**src/rtl/card_dealer_if.sv**
```systemverilog
// card_dealer_if: deal request handshake and dealt-card / hand-status bundle
// between the game FSM (master) and the card dealer (slave).
//   deal_req/deal_to    : one-card request and its destination hand
//   new_deck            : rewind the deck pointer to 0
//   clear_hands         : zero both hand totals and ace flags
//   deal_ready          : dealer idle with at least one card left
//   card_valid/value/dest/err : one-cycle dealt-card pulse
//   cards_left/deck_empty     : deck status
//   player_/dealer_score/bust : best hand totals and bust flags
interface card_dealer_if;
    logic       deal_req;
    logic       deal_to;
    logic       new_deck;
    logic       clear_hands;
    logic       deal_ready;
    logic       card_valid;
    logic [3:0] card_value;
    logic       card_dest;
    logic       card_err;
    logic [5:0] cards_left;
    logic       deck_empty;
    logic [4:0] player_score;
    logic [4:0] dealer_score;
    logic       player_bust;
    logic       dealer_bust;

    modport master (
        output deal_req, deal_to, new_deck, clear_hands,
        input  deal_ready, card_valid, card_value, card_dest, card_err,
               cards_left, deck_empty, player_score, dealer_score,
               player_bust, dealer_bust
    );

    modport slave (
        input  deal_req, deal_to, new_deck, clear_hands,
        output deal_ready, card_valid, card_value, card_dest, card_err,
               cards_left, deck_empty, player_score, dealer_score,
               player_bust, dealer_bust
    );
endinterface

```
**src/rtl/card_dealer.sv**
```systemverilog
// card_dealer: read-only client of the deck memory. Walks the deck one card
// per accepted request, emits each card with a one-cycle valid pulse and
// keeps blackjack totals (soft-ace aware) for player and dealer.
//   clk, rst_n   : system clock, asynchronous active-low reset
//   dif (slave)  : deal handshake, card output and hand status
//   mem_addr     : read address to the deck ram (always the deck pointer)
//   mem_rd_data  : registered ram read data
//
// state | meaning
// IDLE  | waiting for a deal request
// ADDR  | pointer presented to ram, ram samples it this cycle
// CAPT  | ram data valid, captured and accumulated at end of cycle
module card_dealer #(
    parameter int DECK_SIZE = 52
) (
    input  logic          clk,
    input  logic          rst_n,
    card_dealer_if.slave  dif,
    output logic [5:0]    mem_addr,
    input  logic [3:0]    mem_rd_data
);
    typedef enum logic [1:0] {IDLE, ADDR, CAPT} state_t;

    localparam logic [5:0] DECK_LAST = 6'(DECK_SIZE);

    state_t     state_q, state_d;
    logic [5:0] ptr_q, ptr_d;
    logic       dest_q, dest_d;
    logic       valid_q, valid_d;
    logic [3:0] value_q, value_d;
    logic       cdest_q, cdest_d;
    logic       err_q, err_d;
    logic [4:0] p_raw_q, p_raw_d;
    logic       p_ace_q, p_ace_d;
    logic [4:0] d_raw_q, d_raw_d;
    logic       d_ace_q, d_ace_d;

    logic deck_empty;
    logic deal_ready;
    logic legal;

    function automatic logic [4:0] sat_add(input logic [4:0] a, input logic [3:0] b);
        logic [5:0] s;
        s = {1'b0, a} + {2'b00, b};
        return (s > 6'd31) ? 5'd31 : s[4:0];
    endfunction

    // An ace counts 11 only while that keeps the hand at 21 or below.
    function automatic logic [4:0] best_score(input logic [4:0] raw, input logic ace);
        logic [5:0] t;
        t = {1'b0, raw} + 6'd10;
        return (ace && t <= 6'd21) ? t[4:0] : raw;
    endfunction

    assign deck_empty = (ptr_q == DECK_LAST);
    assign deal_ready = (state_q == IDLE) && !deck_empty;
    assign legal      = (mem_rd_data >= 4'd1) && (mem_rd_data <= 4'd10);

    always_comb begin
        state_d = state_q;
        ptr_d   = ptr_q;
        dest_d  = dest_q;
        valid_d = 1'b0;
        value_d = value_q;
        cdest_d = cdest_q;
        err_d   = 1'b0;
        p_raw_d = p_raw_q;
        p_ace_d = p_ace_q;
        d_raw_d = d_raw_q;
        d_ace_d = d_ace_q;

        case (state_q)
            IDLE: begin
                if (dif.new_deck) begin
                    ptr_d = 6'd0;
                end else if (dif.deal_req && deal_ready) begin
                    dest_d  = dif.deal_to;
                    state_d = ADDR;
                end
            end
            ADDR: begin
                if (dif.new_deck) begin
                    ptr_d   = 6'd0;
                    state_d = IDLE;
                end else begin
                    state_d = CAPT;
                end
            end
            CAPT: begin
                state_d = IDLE;
                if (dif.new_deck) begin
                    ptr_d = 6'd0;
                end else begin
                    valid_d = 1'b1;
                    value_d = mem_rd_data;
                    cdest_d = dest_q;
                    err_d   = !legal;
                    ptr_d   = ptr_q + 6'd1;
                    if (legal) begin
                        if (dest_q) begin
                            d_raw_d = sat_add(d_raw_q, mem_rd_data);
                            d_ace_d = d_ace_q || (mem_rd_data == 4'd1);
                        end else begin
                            p_raw_d = sat_add(p_raw_q, mem_rd_data);
                            p_ace_d = p_ace_q || (mem_rd_data == 4'd1);
                        end
                    end
                end
            end
            default: state_d = IDLE;
        endcase

        // Clearing overrides any accumulation on the same edge.
        if (dif.clear_hands) begin
            p_raw_d = 5'd0;
            p_ace_d = 1'b0;
            d_raw_d = 5'd0;
            d_ace_d = 1'b0;
        end
    end

    always_ff @(posedge clk or negedge rst_n) begin
        if (!rst_n) begin
            state_q <= IDLE;
            ptr_q   <= 6'd0;
            dest_q  <= 1'b0;
            valid_q <= 1'b0;
            value_q <= 4'd0;
            cdest_q <= 1'b0;
            err_q   <= 1'b0;
            p_raw_q <= 5'd0;
            p_ace_q <= 1'b0;
            d_raw_q <= 5'd0;
            d_ace_q <= 1'b0;
        end else begin
            state_q <= state_d;
            ptr_q   <= ptr_d;
            dest_q  <= dest_d;
            valid_q <= valid_d;
            value_q <= value_d;
            cdest_q <= cdest_d;
            err_q   <= err_d;
            p_raw_q <= p_raw_d;
            p_ace_q <= p_ace_d;
            d_raw_q <= d_raw_d;
            d_ace_q <= d_ace_d;
        end
    end

    assign mem_addr         = ptr_q;
    assign dif.deal_ready   = deal_ready;
    assign dif.deck_empty   = deck_empty;
    assign dif.cards_left   = DECK_LAST - ptr_q;
    assign dif.card_valid   = valid_q;
    assign dif.card_value   = value_q;
    assign dif.card_dest    = cdest_q;
    assign dif.card_err     = err_q;
    assign dif.player_score = best_score(p_raw_q, p_ace_q);
    assign dif.dealer_score = best_score(d_raw_q, d_ace_q);
    assign dif.player_bust  = (best_score(p_raw_q, p_ace_q) > 5'd21);
    assign dif.dealer_bust  = (best_score(d_raw_q, d_ace_q) > 5'd21);
endmodule

```
**src/flat_wrapper.sv**
```systemverilog
// flat-port wrapper written by rule: the top's interface ports become plain ports
module card_dealer_flat 
#(
    parameter int DECK_SIZE = 52
)
  (clk, rst_n, mem_addr, mem_rd_data, dif_deal_req, dif_deal_to, dif_new_deck, dif_clear_hands, dif_deal_ready, dif_card_valid, dif_card_value, dif_card_dest, dif_card_err, dif_cards_left, dif_deck_empty, dif_player_score, dif_dealer_score, dif_player_bust, dif_dealer_bust);
  card_dealer_if dif_i ();
  input  logic clk;
  input  logic rst_n;
  output logic [5:0] mem_addr;
  input  logic [3:0] mem_rd_data;
  input wire logic [$bits(dif_i.deal_req)-1:0] dif_deal_req;
  input wire logic [$bits(dif_i.deal_to)-1:0] dif_deal_to;
  input wire logic [$bits(dif_i.new_deck)-1:0] dif_new_deck;
  input wire logic [$bits(dif_i.clear_hands)-1:0] dif_clear_hands;
  output wire logic [$bits(dif_i.deal_ready)-1:0] dif_deal_ready;
  output wire logic [$bits(dif_i.card_valid)-1:0] dif_card_valid;
  output wire logic [$bits(dif_i.card_value)-1:0] dif_card_value;
  output wire logic [$bits(dif_i.card_dest)-1:0] dif_card_dest;
  output wire logic [$bits(dif_i.card_err)-1:0] dif_card_err;
  output wire logic [$bits(dif_i.cards_left)-1:0] dif_cards_left;
  output wire logic [$bits(dif_i.deck_empty)-1:0] dif_deck_empty;
  output wire logic [$bits(dif_i.player_score)-1:0] dif_player_score;
  output wire logic [$bits(dif_i.dealer_score)-1:0] dif_dealer_score;
  output wire logic [$bits(dif_i.player_bust)-1:0] dif_player_bust;
  output wire logic [$bits(dif_i.dealer_bust)-1:0] dif_dealer_bust;
  assign dif_i.deal_req = dif_deal_req;
  assign dif_i.deal_to = dif_deal_to;
  assign dif_i.new_deck = dif_new_deck;
  assign dif_i.clear_hands = dif_clear_hands;
  assign dif_deal_ready = dif_i.deal_ready;
  assign dif_card_valid = dif_i.card_valid;
  assign dif_card_value = dif_i.card_value;
  assign dif_card_dest = dif_i.card_dest;
  assign dif_card_err = dif_i.card_err;
  assign dif_cards_left = dif_i.cards_left;
  assign dif_deck_empty = dif_i.deck_empty;
  assign dif_player_score = dif_i.player_score;
  assign dif_dealer_score = dif_i.dealer_score;
  assign dif_player_bust = dif_i.player_bust;
  assign dif_dealer_bust = dif_i.dealer_bust;
  card_dealer #(.DECK_SIZE(DECK_SIZE)) u_core (.clk(clk), .rst_n(rst_n), .dif(dif_i), .mem_addr(mem_addr), .mem_rd_data(mem_rd_data));
endmodule
```
**config.mk**
```make
export PLATFORM = sky130hd
export DESIGN_NAME = card_dealer_flat
export DESIGN_NICKNAME = d
export VERILOG_FILES = /design/src/rtl/card_dealer_if.sv /design/src/rtl/card_dealer.sv /design/src/flat_wrapper.sv
export SDC_FILE = /design/constraint.sdc
export NUM_CORES = 1
export LEC_CHECK = 0
export CAP_MARGIN = 20
export CELL_PAD_IN_SITES_DETAIL_PLACEMENT = 1
export CELL_PAD_IN_SITES_GLOBAL_PLACEMENT = 2
export CORE_UTILIZATION = 28
export DETAILED_ROUTE_END_ITERATION = 12
export GPL_TIMING_DRIVEN = 0
export MAX_ROUTING_LAYER = met4
export PLACE_DENSITY_LB_ADDON = 0.12
export SYNTH_ARGS = -nofsm -noshare
export SYNTH_HDL_FRONTEND = slang
export SYNTH_SLANG_ARGS = --single-unit
```
**constraint.sdc**
```tcl
create_clock -name clk -period 1.8 [get_ports clk]
set_input_delay 0.36 -clock clk [delete_from_list [all_inputs] [get_ports clk]]
set_output_delay 0.36 -clock clk [all_outputs]
set_load 0.02 [all_outputs]
```
==> results of run 1 <==
-- layout by cell type, fill, tap and decap left out, types with 6 or more instances in the layout --
master | synthesis | layout
a21oi_1 | 14 | 9
buf_4 | 4 | 28
buf_6 | 0 | 16
clkdlybuf4s50_1 | 0 | 17
dfrtp_1 | 28 | 20
dfrtp_2 | 0 | 8
ha_4 | 0 | 6
inv_1 | 14 | 9
nand2_1 | 18 | 15
nor2_1 | 9 | 9
o21ai_0 | 16 | 11
-- layer usage --
layer,vias to the layer above,GRT usage,part of all wire
li1,914,-,-
met1,984,0.249,0.49
met2,25,0.287,0.49
met3,4,0.0250,0.021
met4,0,0.0197,0.0075
met5,-,-,0
-- cell families after synthesis --
group                    after synthesis
AO/OA/AOI/OAI                         67
XOR/XNOR                              10
adder cells (fa/ha/maj)               14
buffers and inverters                 23
flip-flops                            28
multiplexers                           9
AND/OR/NAND/NOR                       55
-- power groups by stage --
stage                     logic (uW)  registers (uW)  clock network (uW)
after floorplan                  123             754                   0
after global routing             403             707                 552
after global placement           325             718                   0
final                            374             702                 504
after CTS                        360             702                 520
after detailed placement         334             717                   0
-- cell type report --
type,count,share of cell area
Clock inverter,1,0.00963
Clock buffer,3,0.0132
Tap cell,80,0.0321
Buffer,9,0.0197
Multi-Input combinational cell,155,0.464
Timing Repair Buffer,73,0.216
Sequential cell,28,0.228
Inverter,14,0.0169
-- worst paths after layout --
kind                       depth (start not counted)              endpoint  slack (ns)
min                                                2     u_core.state_q[1]        0.50
max                                                6   dif_dealer_score[2]       -0.38
min in group asynchronous                          1     u_core.p_raw_q[0]        0.52
min reg2reg                                        2  u_core.dif.card_dest        0.51
max reg2reg                                        8     u_core.d_raw_q[1]       -0.03
max in group asynchronous                          2    u_core.mem_addr[1]        0.73
-- metrics by stage --
| step | util | total power (uW) | area (sq um) | TNS [ns] |
|---|---|---|---|---|
| final | 0.461 | 1580 | 3120 | -2.80 |
| after global routing | 0.461 | 1660 | 3120 | -4.07 |
| after CTS | 0.439 | 1580 | 2960 | -2.77 |
| after detailed placement | 0.383 | 1050 | 2590 | -15.32 |
| after global placement | 0.379 | 1040 | 2560 | -21.18 |
| after floorplan | - | 877 | 2040 | -0.0520 |
-- worst max-delay path, cell delays in order (launching register included) --
cell     delay [ns]
dfrtp_2        0.46
buf_12         0.14
and4b_1        0.21
o21ai_2        0.21
nand2_2        0.10
mux2_4         0.31
buf_6          0.13
-- flip-flops by register name, summed over array words and instances, names as in the netlist --
| name | cells |
|---|---|
| u_core.dif.card_value | 4 |
| u_core.d_raw_q | 5 |
| u_core.p_ace_q | 1 |
| u_core.d_ace_q | 1 |
| u_core.dif.card_dest | 1 |
| u_core.state_q | 2 |
| u_core.dif.card_err | 1 |
| u_core.dest_q | 1 |
| u_core.p_raw_q | 5 |
| u_core.mem_addr | 6 |
| u_core.dif.card_valid | 1 |
-- timing repair --
action                     4_1_cts  5_1_grt
gates cloned                     0        1
gates resized for setup        130       31
pin swaps                       24       20
setup endpoints to repair       31       30
setup buffers                   21        8
==> key figures, run 1 <==
Run status
  – Status: finished with violations
  – Failing checks: negative setup slack

Critical path
  – RR Startpoint: u_core.d_raw_q[1]
  – Critical path data required time: 1.44 ns
  – Crit start category: register
  – WP data arrival: approximately 1.8 ns
  – Setup CP Type: reg -> out
  – CP startpoint: u_core.d_raw_q[2]
  – Crit. End Element: output pin
  – Crit Path Max Fanout: 6

Pwr
  – NetSw: 433 uW
  – VDD IR max: a little under 400 uV
  – Leakage power: 0.00138 uW
  – Pwr dens: ~510 mW/mm^2
  – Sequential Power Share: 0.444
  – Clock power share: 0.319
  – Switching Share: 0.274
  – Gate power share: 0.237
  – Internal Pwr Total: about 1100 uW

Clock network
  – Max Buffers Root-to-Sink: 2
  – CTS clk-pin slew, worst paths: 0.10 ns
  – CTS tree: built
  – H-tree depth: 1
  – Root Buffer: clkbuf_8
  – Worst skew pair latency: about 0.27 ns
  – Num CTS Buffers: 3
  – CTS Sinks: 28
  – Hold-fix buffers, CTS: 0

Min path
  – Hold Path Class: in -> reg
  – HP Start: dif_new_deck

STA
  – Slew @ Worst Pin: ~0.76 ns
  – Worst hold slack: between 0.4 and 0.5 ns
  – Fraction of the cycle the final worst path needs: 1.21
  – Final Hold Vio Count: 0
  – RSZ-0062 raised after global routing: true
  – Max-slew violation count: 0
  – Setup violators final: 15
  – Final WS setup: -0.385 ns
  – Minimum clock period: between 2 and 2.5 ns
  – Max Clk Rate: 458 MHz
  – Slew headroom: 0.490
  – Clock skew: around 0.0043 ns

Placement
  – Port Buf Inserts: 42
  – Cells after DPL: ~330
  – Post-DP HPWL: 3930 um
  – Worst slack, placed: -0.779 ns
  – GP Congestion: about 0.77

Detailed routing
  – Initial DRC Count: 81
  – DR DRC count: 0
  – Drt first pass iters: 4
  – Antenna viol nets, final: 0
  – WL per Instance: 17.0 um
  – Vias per Instance: between 5 and 6
  – DR vias: between 1500 and 2000
  – Drt total wl: 6160 um

Synth
  – Post-synth EDFFs: 0
  – Primary FF master, synth: dfrtp_1
  – Synth Area in XOR/XNOR: 0.0447
  – Adder-Cell Fraction of Synth Area: 0.0971
  – Top cell type's share of synthesized area: 0.358
  – Synth Warn #: 0
  – Largest area contributor in the netlist: dfrtp_1
  – Sequential area share after synthesis: 0.358
  – FF+latch count, synth: 28
  – Commonest cells post-synth: 28 x dfrtp_1, 18 x nand2_1, 16 x o21ai_0
  – Largest cells by area after synthesis: dfrtp_1 36%, ha_1 7.7%, mux2_2 4.6%
  – Post-synthesis simple-gate area fraction: 0.158
  – Compound-gate portion of the synthesized area: 0.240
  – Avg Cell Area, Syn: 9.51 sq um
  – Syn Inst Count: ~200
  – Most numerous cell in the Yosys netlist: dfrtp_1
  – Cell variety after synth: between 40 and 50
  – Mux share of post-synthesis cell area: 0.0511
  – FFs w/ async S/R, synth: 1.00
  – Syn Nets: 230
  – Mapped Area: 0.00196 sq mm
  – Largest family of logic cells by synthesized area: compound AO/OA/AOI/OAI gates

Cells and area
  – N_diodes: 0
  – Fin cells: 363
  – Area delta synth->final: 59.2%
  – Layout cell share with drive strength beyond 1: 0.459
  – Nets@finish: about 300
  – FILL cells: between 700 and 800
  – Sequential cell area: 711 sq um
  – Multi-input gate area: ~0.0014 sq mm

Floorplan
  – Die height: between 80 and 90 um
  – Area of the core: between 0.006 and 0.007 sq mm
  – Rows: 30
  – Die width: between 80 and 90 um
  – Starting Density: 0.290
  – IO Count: between 40 and 50
  – Die ar.: ~0.0073 sq mm

Flow run
  – Maxcap violations: 0

GRT
  – Number of global-route vias before repair: roughly 2000
  – GRT Total Usage: 0.179
  – GRT overflow: 0
  – Initial antenna violation count: 0
  – Pin count of the biggest net entering global routing: 17
  – Global-route wire length before repair: 10200 um
No activity file was read; power rests on OpenSTA's default activity.
==> run 2: changes to the inputs <==
Settings changed: CAP_MARGIN 20 to unset.
==> run 2 against run 1 <==
Against the previous run: the flow still finishes with violations (negative setup slack); sequential cell count is the same; core utilization grew 1.3 points; worst hold slack lost 0.40 ns; cell count grew 1.1%; register-to-register slack lost 0.05 ns; cell area grew 2.9%; largest cell class unchanged; largest power group unchanged.
==> key figures, run 2 (synthesis gave the netlist of run 1 again) <==
Run status
  – Status: finished with violations (unchanged)
  – Failing checks: negative setup slack (unchanged)

Detailed routing
  – Vias per Instance: 5.21 (was 5.31)
  – Antenna viol nets, final: 0 (unchanged)
  – Initial DRC Count: 71 (was 81)
  – Drt total wl: 6090 um (was 6160 um)
  – WL per Instance: 16.6 um (was 17.0 um)
  – DR DRC count: 0 (unchanged)
  – DR vias: 1911 (was 1927)
  – Drt first pass iters: 4 (unchanged)

Clock network
  – CTS clk-pin slew, worst paths: 0.10 ns (about the same)
  – CTS Sinks: 28 (unchanged)
  – Num CTS Buffers: 3 (unchanged)
  – CTS tree: built (unchanged)
  – Max Buffers Root-to-Sink: 2 (unchanged)
  – Hold-fix buffers, CTS: 0 (unchanged)
  – H-tree depth: 1 (unchanged)
  – Root Buffer: clkbuf_8 (unchanged)
  – Worst skew pair latency: 0.28 ns (was 0.27 ns)

Floorplan
  – Area of the core: 0.00676 sq mm (unchanged)
  – Rows: 30 (unchanged)
  – Die width: 85.6 um (unchanged)
  – Die height: 85.6 um (unchanged)
  – Die ar.: 0.00733 sq mm (unchanged)
  – Starting Density: 0.290 (unchanged)
  – IO Count: 43 (unchanged)

GRT
  – Pin count of the biggest net entering global routing: 29 (was 17)
  – Initial antenna violation count: 0 (unchanged)
  – Number of global-route vias before repair: 1950 (was 1978)
  – GRT Total Usage: 0.178 (was 0.179)
  – GRT overflow: 0 (unchanged)
  – Global-route wire length before repair: 10100 um (was 10200 um)

Cells and area
  – Most frequent cells in the layout: 30 x buf_4, 21 x dfrtp_1, 20 x buf_6, 15 x nand2_1, 14 x clkdlybuf4s50_1 (was 28 x buf_4, 20 x dfrtp_1, 17 x clkdlybuf4s50_1, 16 x buf_6, 15 x nand2_1)
  – Nets@finish: 312 (was 308)
  – Largest register FFs: 6 (unchanged)
  – Leading cell type in the layout, fill and taps excluded: buf_4 (unchanged)
  – Area delta synth->final: 63.7% (was 59.2%)
  – Layout cell share with drive strength beyond 1: 0.477 (was 0.459)
  – Fin cells: 367 (was 363)
  – N_diodes: 0 (unchanged)
  – FILL cells: 737 (was 742)

Placement
  – Post-DP HPWL: 3840 um (was 3930 um)
  – Cells after DPL: 328 (was 329)
  – Port Buf Inserts: 42 (unchanged)
  – GP Congestion: 0.773 (unchanged)

STA
  – Setup violators final: 17 (was 15)
  – Final WS setup: -0.377 ns (was -0.385 ns)
  – Minimum clock period: 2.18 ns (about the same)
  – Max-slew violation count: 0 (unchanged)
  – Slew @ Worst Pin: 0.680 ns (was 0.762 ns)
  – Fraction of the cycle the final worst path needs: 1.21 (about the same)
  – Clock skew: 0.00295 ns (was 0.00433 ns)
  – Slew headroom: 0.547 (was 0.490)
  – Final Hold Vio Count: 0 (unchanged)
  – Max Clk Rate: 459 MHz (was 458 MHz)
  – RSZ-0062 raised after global routing: true (unchanged)

Critical path
  – Critical path data required time: 1.44 ns (about the same)
  – WP data arrival: 1.82 ns (about the same)
  – Crit. End Element: output pin (unchanged)
  – Setup CP Type: reg -> out (unchanged)
  – Crit Path Max Fanout: 3 (was 6)
  – Crit start category: register (unchanged)

Min path
  – Hold Path Class: in -> async (was in -> reg)

Pwr
  – Pwr dens: 494 mW/mm^2 (was 507 mW/mm^2)
  – Leakage power: 0.00145 uW (was 0.00138 uW)
  – Tot Pwr: 1580 uW (about the same)
  – VDD IR max: 344 uV (was 385 uV)

Flow run
  – Maxcap violations: 0 (unchanged)
==> run 2: cell count changes in the layout (fill, tap and decap cells not counted), moves of 2 or more <==
cell,previous run,this run
dlymetal6s2s_1,1,3
buf_6,16,20
ha_4,6,8
ha_2,3,1
buf_4,28,30
buf_2,5,3
clkdlybuf4s50_1,17,14
==> run 2: worst max-delay path, stage by stage (launching register included) <==
cell	delay, ns
dfrtp_2	0.42
ha_4	0.17
and4b_1	0.20
o21ai_2	0.19
nand2_2	0.11
mux2_4	0.31
buf_6	0.13
==> run 2: what timing repair did <==
| item | in CTS | in global routing |
|---|---|---|
| gates resized for setup | 145 | 30 |
| buffers inserted | 28 | 8 |
| pin swaps | 22 | 23 |
| setup endpoints to repair | 35 | 30 |
==> run 2: report_power, final <==
group	total, uW	leakage (uW)	switching (uW)	internal [uW]
combinational	368	0.00105	195	174
clock	512	0.0000357	214	298
sequential	702	0.000367	29.4	672
==> run 2: layer usage <==
| layer | GRT usage | part of all wire |
|---|---|---|
| met3 | 0.0298 | 0.025 |
| met4 | 0.0273 | 0.0066 |
| met5 | - | 0 |
| met1 | 0.244 | 0.48 |
| met2 | 0.284 | 0.49 |
==> run 2: final cells by class <==
type | instances | area [sq um] | share of cell area
Timing Repair Buffer | 77 | 729 | 0.228
Clock buffer | 3 | 41.3 | 0.0129
Multi-Input combinational cell | 155 | 1480 | 0.462
Buffer | 9 | 61.3 | 0.0191
Clock inverter | 1 | 30.0 | 0.00937
Sequential cell | 28 | 709 | 0.221
Inverter | 14 | 52.6 | 0.0164
Tap cell | 80 | 100 | 0.0312
==> run 2: worst paths after layout <==
kind | cells after the start | to | slack (ns) | startpoint
max reg2reg | 8 | u_core.d_raw_q[1] | -0.08 | u_core.d_raw_q[1]
min in group clk | 2 | u_core.state_q[1] | 0.49 | dif_new_deck
min reg2reg | 2 | u_core.dif.card_dest | 0.51 | u_core.dif.card_dest
max in group asynchronous | 1 | u_core.mem_addr[0] | 1.21 | rst_n
min | 1 | u_core.d_raw_q[3] | 0.10 | rst_n
max | 6 | dif_dealer_score[2] | -0.38 | u_core.d_raw_q[1]
==> run 2: stage by stage <==
step | utilization | setup slack [ns] | hold WS [ns] | cell area [sq um] | setup TNS, ns
after floorplan | - | -0.0420 | 0.0644 | 2040 | -0.0520
after global placement | 0.379 | -0.796 | 0.479 | 2560 | -21.18
after detailed placement | 0.379 | -0.796 | 0.466 | 2560 | -21.35
after CTS | 0.455 | -0.357 | 0.478 | 3080 | -3.12
after global routing | 0.474 | -0.455 | 0.149 | 3210 | -4.77
final | 0.474 | -0.377 | 0.102 | 3210 | -3.38
